[src/rtl/mc_control.sv]
// Multicycle control FSM for the RV32I subset core.
// Sequences fetch/decode/execute/memory/writeback, drives the ALU operation,
// handshakes with the unified memory and tracks illegal-op, bus-timeout and
// retired-instruction status.
module mc_control #(
  parameter int WAIT_MAX = 15,
  parameter int CNT_W    = 32
) (
  input  logic             clk,
  input  logic             rst_n,
  input  logic [6:0]       op,
  input  logic [2:0]       funct3,
  input  logic             funct7b5,
  input  logic             z,
  input  logic             mem_ready,
  output logic             mem_req,
  output logic             mem_write,
  output logic             adr_src,
  output logic             ir_write,
  output logic             pc_write,
  output logic             reg_write,
  output logic [1:0]       alu_src_a,
  output logic [1:0]       alu_src_b,
  output logic [1:0]       result_src,
  output logic [1:0]       imm_src,
  output logic [2:0]       alu_ctrl,
  output logic             illegal,
  output logic             bus_err,
  output logic [CNT_W-1:0] instret
);

  localparam logic [6:0] OP_LW  = 7'b0000011;
  localparam logic [6:0] OP_SW  = 7'b0100011;
  localparam logic [6:0] OP_R   = 7'b0110011;
  localparam logic [6:0] OP_I   = 7'b0010011;
  localparam logic [6:0] OP_BR  = 7'b1100011;
  localparam logic [6:0] OP_JAL = 7'b1101111;

  localparam int             WCW      = (WAIT_MAX > 0) ? $clog2(WAIT_MAX + 1) : 1;
  localparam logic [WCW-1:0] WAIT_LIM = WCW'(WAIT_MAX);

  typedef enum logic [3:0] {
    S_BOOT, S_FETCH, S_DECODE, S_MEMADR, S_MEMRD, S_MEMWB, S_MEMWR,
    S_EXECR, S_EXECI, S_ALUWB, S_BEQ, S_JAL, S_TRAP
  } state_t;

  // Current state; kept as a named enum so checkers can bind to it directly.
  state_t         state;
  logic [WCW-1:0] wait_cnt;
  logic [2:0]     alu_dec;
  logic           alu_ok;
  logic           stall;
  logic           timeout;
  logic           retire;

  // ALU operation for EXECR/EXECI; funct7b5 selects sub only for R-type.
  always_comb begin
    alu_ok  = 1'b1;
    alu_dec = 3'b000;
    case (funct3)
      3'b000:  alu_dec = (state == S_EXECR && funct7b5) ? 3'b001 : 3'b000;
      3'b111:  alu_dec = 3'b010;
      3'b110:  alu_dec = 3'b011;
      3'b010:  alu_dec = 3'b101;
      default: alu_ok  = 1'b0;
    endcase
  end

  // A request waits while mem_req is up without mem_ready; mem_ready on the
  // final allowed cycle still completes, so timeout requires it to be low.
  assign stall   = mem_req & ~mem_ready;
  assign timeout = stall && (wait_cnt == WAIT_LIM);
  assign retire  = (state == S_ALUWB) || (state == S_MEMWB) || (state == S_BEQ) ||
                   (state == S_MEMWR && mem_ready);

  // State sequencing, wait counter, sticky error flags and retire counter.
  // Every stall cycle is one where the state is held, so clearing the
  // counter on any non-stall cycle also clears it on every state change.
  always_ff @(posedge clk or negedge rst_n) begin
    if (!rst_n) begin
      state    <= S_BOOT;
      wait_cnt <= '0;
      instret  <= '0;
      illegal  <= 1'b0;
      bus_err  <= 1'b0;
    end else begin
      wait_cnt <= (stall && !timeout) ? wait_cnt + WCW'(1) : '0;
      if (retire) instret <= instret + CNT_W'(1);
      if (timeout) begin
        state   <= S_TRAP;
        bus_err <= 1'b1;
      end else begin
        case (state)
          S_BOOT:   state <= S_FETCH;
          S_FETCH:  if (mem_ready) state <= S_DECODE;
          S_DECODE: begin
            case (op)
              OP_LW, OP_SW: state <= S_MEMADR;
              OP_R:         state <= S_EXECR;
              OP_I:         state <= S_EXECI;
              OP_JAL:       state <= S_JAL;
              OP_BR: begin
                if (funct3 == 3'b000) begin
                  state <= S_BEQ;
                end else begin
                  state   <= S_TRAP;
                  illegal <= 1'b1;
                end
              end
              default: begin
                state   <= S_TRAP;
                illegal <= 1'b1;
              end
            endcase
          end
          S_MEMADR: state <= (op == OP_SW) ? S_MEMWR : S_MEMRD;
          S_MEMRD:  if (mem_ready) state <= S_MEMWB;
          S_MEMWB:  state <= S_FETCH;
          S_MEMWR:  if (mem_ready) state <= S_FETCH;
          S_EXECR, S_EXECI: begin
            if (alu_ok) begin
              state <= S_ALUWB;
            end else begin
              state   <= S_TRAP;
              illegal <= 1'b1;
            end
          end
          S_ALUWB:  state <= S_FETCH;
          S_BEQ:    state <= S_FETCH;
          S_JAL:    state <= S_ALUWB;
          S_TRAP:   state <= S_TRAP;
          default:  state <= S_BOOT;
        endcase
      end
    end
  end

  // Moore output decode from the state register; ir_write/pc_write in FETCH
  // and pc_write in BEQ are gated by mem_ready and z. Decoding from the state
  // register makes an asynchronous reset clear every output immediately.
  always_comb begin
    mem_req    = 1'b0;
    mem_write  = 1'b0;
    adr_src    = 1'b0;
    ir_write   = 1'b0;
    pc_write   = 1'b0;
    reg_write  = 1'b0;
    alu_src_a  = 2'b00;
    alu_src_b  = 2'b00;
    result_src = 2'b00;
    imm_src    = 2'b00;
    alu_ctrl   = 3'b000;
    case (state)
      S_FETCH: begin
        mem_req    = 1'b1;
        ir_write   = mem_ready;
        pc_write   = mem_ready;
        alu_src_b  = 2'b10;
        result_src = 2'b10;
      end
      S_DECODE: begin
        alu_src_a = 2'b01;
        alu_src_b = 2'b01;
        imm_src   = (op == OP_BR) ? 2'b10 : (op == OP_JAL) ? 2'b11 : 2'b00;
      end
      S_MEMADR: begin
        alu_src_a = 2'b10;
        alu_src_b = 2'b01;
        imm_src   = (op == OP_SW) ? 2'b01 : 2'b00;
      end
      S_MEMRD: begin
        mem_req = 1'b1;
        adr_src = 1'b1;
      end
      S_MEMWB: begin
        result_src = 2'b01;
        reg_write  = 1'b1;
      end
      S_MEMWR: begin
        mem_req   = 1'b1;
        mem_write = 1'b1;
        adr_src   = 1'b1;
      end
      S_EXECR: begin
        alu_src_a = 2'b10;
        alu_ctrl  = alu_dec;
      end
      S_EXECI: begin
        alu_src_a = 2'b10;
        alu_src_b = 2'b01;
        alu_ctrl  = alu_dec;
      end
      S_ALUWB: reg_write = 1'b1;
      S_BEQ: begin
        alu_src_a = 2'b10;
        alu_ctrl  = 3'b001;
        pc_write  = z;
      end
      S_JAL: begin
        alu_src_a = 2'b01;
        alu_src_b = 2'b10;
        pc_write  = 1'b1;
      end
      default: ;
    endcase
  end

endmodule

[config.mk]
export PLATFORM = sky130hd
export DESIGN_NAME = mc_control
export DESIGN_NICKNAME = d
export VERILOG_FILES = /design/src/rtl/mc_control.sv
export SDC_FILE = /design/constraint.sdc
export NUM_CORES = 1
export LEC_CHECK = 0
export ABC_CLOCK_PERIOD_IN_PS = 3970
export CORE_UTILIZATION = 52
export CTS_BUF_LIST = sky130_fd_sc_hd__clkbuf_16
export CTS_CLUSTER_DIAMETER = 120
export DETAILED_ROUTE_END_ITERATION = 12
export GPL_TIMING_DRIVEN = 0
export HOLD_SLACK_MARGIN = 0.05
export PLACE_DENSITY = 0.87
export SYNTH_ARGS = -nofsm -noshare
export SYNTH_HDL_FRONTEND = slang
export SYNTH_SLANG_ARGS = --single-unit
[constraint.sdc]
create_clock -name clk -period 3.97 [get_ports clk]
set_clock_uncertainty 0.15 [all_clocks]
set_input_delay 0.5955 -clock clk [delete_from_list [all_inputs] [get_ports clk]]
set_output_delay 0.5955 -clock clk [all_outputs]
set_load 0.01 [all_outputs]
==> summary.md <==
| Metric | Value |
|---|---|
| Total die area | `0.00500 mm2` |
| Total vias in the final route | `~2200` |
| Share of the synthesized area in the top cell type | `0.428` |
| Number of pins exceeding their max-slew limit in the final report | `0` |
| Critical path startpoint category | `flip-flop` |
| Number of port buffers | `64` |
| Cells after Synth | `about 260` |
| Class of the tightest hold or removal check | `in -> async` |
| Initial antenna violation count | `0` |
| Post-cts resize count | `0` |
| Sink Count | `42` |
| Via count of the first global-routing pass | `between 2000 and 2500` |
| First DRT Iteration DRCs | `between 100 and 150` |
| Lkg Pwr | `1.50 nW` |
| Remaining Overflow, GRT | `0` |
| Relative slew slack | `0.402` |
| Std-Cell Rows | `24` |
| Starting density of the core | `0.553` |
| Initial DRT Pass Iterations | `8` |
| Setup repair bufs after CTS | `0` |
| RD Place Congestion | `roughly 0.96` |
| Part of the cycle the worst path needs | `0.831` |
| Residual antenna-violating net count after detailed routing | `0` |
| Power density cells | `between 400 and 500 mW/mm2` |
| Number of maximum-capacitance constraint violations | `0` |
| Critical setup path kind | `reg -> out` |
| Post-Synthesis Cell Area | `0.00246 mm2` |
| Htree depth | `2` |
| Cell accounting for the most synthesized area | `dfrtp_1` |
| Failing checks | `DRC` |
| Most area-consuming cells after synthesis | `dfrtp_1 43%, xor2_1 7.1%, xnor2_1 5.7%, nand2_1 4.3%, and3_1 3.3%` |
| Wire length per cell | `~14 um` |
| Utilization after layout | `0.741` |
| Layout cell share with drive strength beyond 1 | `0.0804` |
| Worst hold slack after final layout | `roughly 0.29 ns` |
| Clock tree root driver cell | `clkbuf_16` |
| Relative area change from synthesis to final layout | `34.1%` |
| Number of nets in the synthesized netlist | `about 280` |
| Global-route total usage across every layer | `0.233` |
| Most frequent cell after synthesis | `dfrtp_1` |
| Maximum number of pins on one net before global-route repair | `between 40 and 50` |
| Most used standard cells in the synthesized netlist | `42 x dfrtp_1, 28 x nand2_1, 20 x nor2_1, 20 x xor2_1, 16 x xnor2_1` |
| TritonCTS clock tree | `done` |
| Number of primary I/O pins | `66` |
| Die Y | `~71 um` |
| Total core area | `0.00444 mm2` |
| Portion of the post-synthesis area used by sequential elements | `0.428` |
| Required arrival time at the worst endpoint | `about 3.2 ns` |
| RSZ-0062 raised after global routing | `false` |
| Number of synthesized register bits | `42` |
| Data arrival time of the worst path | `roughly 2.6 ns` |
| Warnings, synthesis | `0` |
| Final-report setup violation count | `0` |
| CP max stage delay | `roughly 0.53 ns` |
| Clock insertion delay at the later pin of the skew report | `about 0.28 ns` |
| Post-synth EDFFs | `0` |
| Final Hold Violating Endpoints | `0` |
| Average vias per placed instance | `5.75` |
| Pin slew with the least headroom to its limit | `between 0.8 and 0.9 ns` |
| First-pass GRT wire length | `about 9400 um` |
| Clock-pin slew of the registers on the worst-case setup and hold paths | `~0.06 ns` |
| Number of buffers between clock root and the deepest sink | `2` |
| Critical-path top delay cell | `clkdlybuf4s50_1` |
| Cell Chain, Critical Path | `buf_2 > nand4b_1 > or3b_2 > a221oi_1 > a31o_2 > clkdlybuf4s50_1` |
| Largest fanout on the critical path | `10` |
| Floorplan die width | `slightly above 70 um` |
| Critical path capture point type | `primary output` |
| Final period demand of the worst path | `3.30 ns` |
| Yosys cell types | `55` |
| Peak supply drop | `384 uV` |
| Number of buffers inserted for hold repair after clock tree synthesis | `0` |
| CTS buffer count | `5` |
| Remaining DRCs | `4` |
| Ys async rst share | `1.00` |
| Synth Flop Type | `dfrtp_1` |
| DPL Wire Length | `roughly 4100 um` |
| Final std cells w/o fill | `388` |
| Max frequency | `between 300 and 400 MHz` |
| Detailed-route wire length | `about 5600 um` |
| Mean cell area of the mapped netlist | `9.30 um2` |
| Total Neg Setup Slack | `0 ns` |
| Antenna diode count | `0` |
| NumNets Final | `roughly 350` |
| Number of placed instances, taps included | `between 300 and 400` |
| Status | `finished with violations` |
cell families after synthesis:
| kind of cell | after synthesis | synth area share |
|---|---|---|
| buffers and inverters | 21 | 0.0357 |
| multiplexers | 2 | 0.00866 |
| AND/OR/NAND/NOR | 119 | 0.269 |
| XOR/XNOR | 37 | 0.135 |
| flip-flops | 42 | 0.428 |
| adder cells (fa/ha/maj) | 2 | 0.0102 |
| AO/OA/AOI/OAI | 41 | 0.113 |
final cells by class:
| type | instances | area, um2 |
|---|---|---|
| inverter | 12 | 45.0 |
| multi-input combinational | 201 | 1320 |
| buffer | 9 | 42.5 |
| fill | 314 | 1150 |
| clock buffer | 5 | 125 |
| clock inverter | 3 | 12.5 |
| timing repair buffer | 64 | 636 |
| sequential | 42 | 1050 |
| tap | 52 | 65.1 |
routing by layer:
metal	share of wire	vias up	routed length, um	global-route usage
li1	-	1065	-	-
met5	0	-	0	0
met4	0.017	0	94	0.0867
met3	0.049	11	274	0.0328
met1	0.45	1079	2510	0.319
met2	0.48	75	2680	0.377
flip-flops by register name, indices dropped and copies added (netlist names):
register / flops
instret: 32
state: 4
wait_cnt: 4
bus_err: 1
illegal: 1
power by group:
part / internal (W) / switching [W] / total, W
sequential: 0.000478 / 0.0000534 / 0.000531
combinational: 0.000306 / 0.000344 / 0.000650
clock: 0.000227 / 0.000151 / 0.000378
worst max-delay path, delay by kind of cell (launching register included):
family | cells | cell delay, ns
and+or+nand+nor | 2 | 0.76
DFF | 1 | 0.40
buffers and inverters | 2 | 0.72
AOI/OAI and AO/OA | 2 | 0.39
metrics by stage:
stage	worst slack [ns]	total power (W)	instance area, um2
2_1_floorplan	1.59	0.000908	2460
3_3_place_gp	0.778	0.00116	3160
3_5_place_dp	0.751	0.00117	3160
4_1_cts	0.679	0.00156	3290
5_1_grt	0.580	0.00165	3290
6_report	0.672	0.00156	3290
final timing paths:
| kind | start | to | cells after the start | slack, ns |
|---|---|---|---|---|
| min in group clk | instret[13] | instret[13] | 1 | 0.33 |
| max in group asynchronous | rst_n | bus_err | 1 | 2.82 |
| setup reg to reg | state[2] | instret[31] | 6 | 1.88 |
| setup / recovery | state[3] | alu_ctrl[0] | 6 | 0.67 |
| hold reg to reg | instret[13] | instret[13] | 1 | 0.33 |
| hold / removal | rst_n | instret[14] | 1 | 0.29 |
placed cells by master, fill, tap and decap left out, types with 3 or more instances in the layout:
cell	n
clkdlybuf4s50_1	63
dfrtp_1	42
nand2_1	28
nor2_1	20
xor2_1	20
xnor2_1	16
inv_1	13
nor3_1	13
and3_1	13
o21ai_0	12
nand3_1	11
a21oi_1	7
buf_2	5
nand2b_1	5
nand4_1	5
clkbuf_16	5
and2_1	4
o211ai_1	3
and4_1	3
Note: power is estimated with default switching activity, not from simulation.
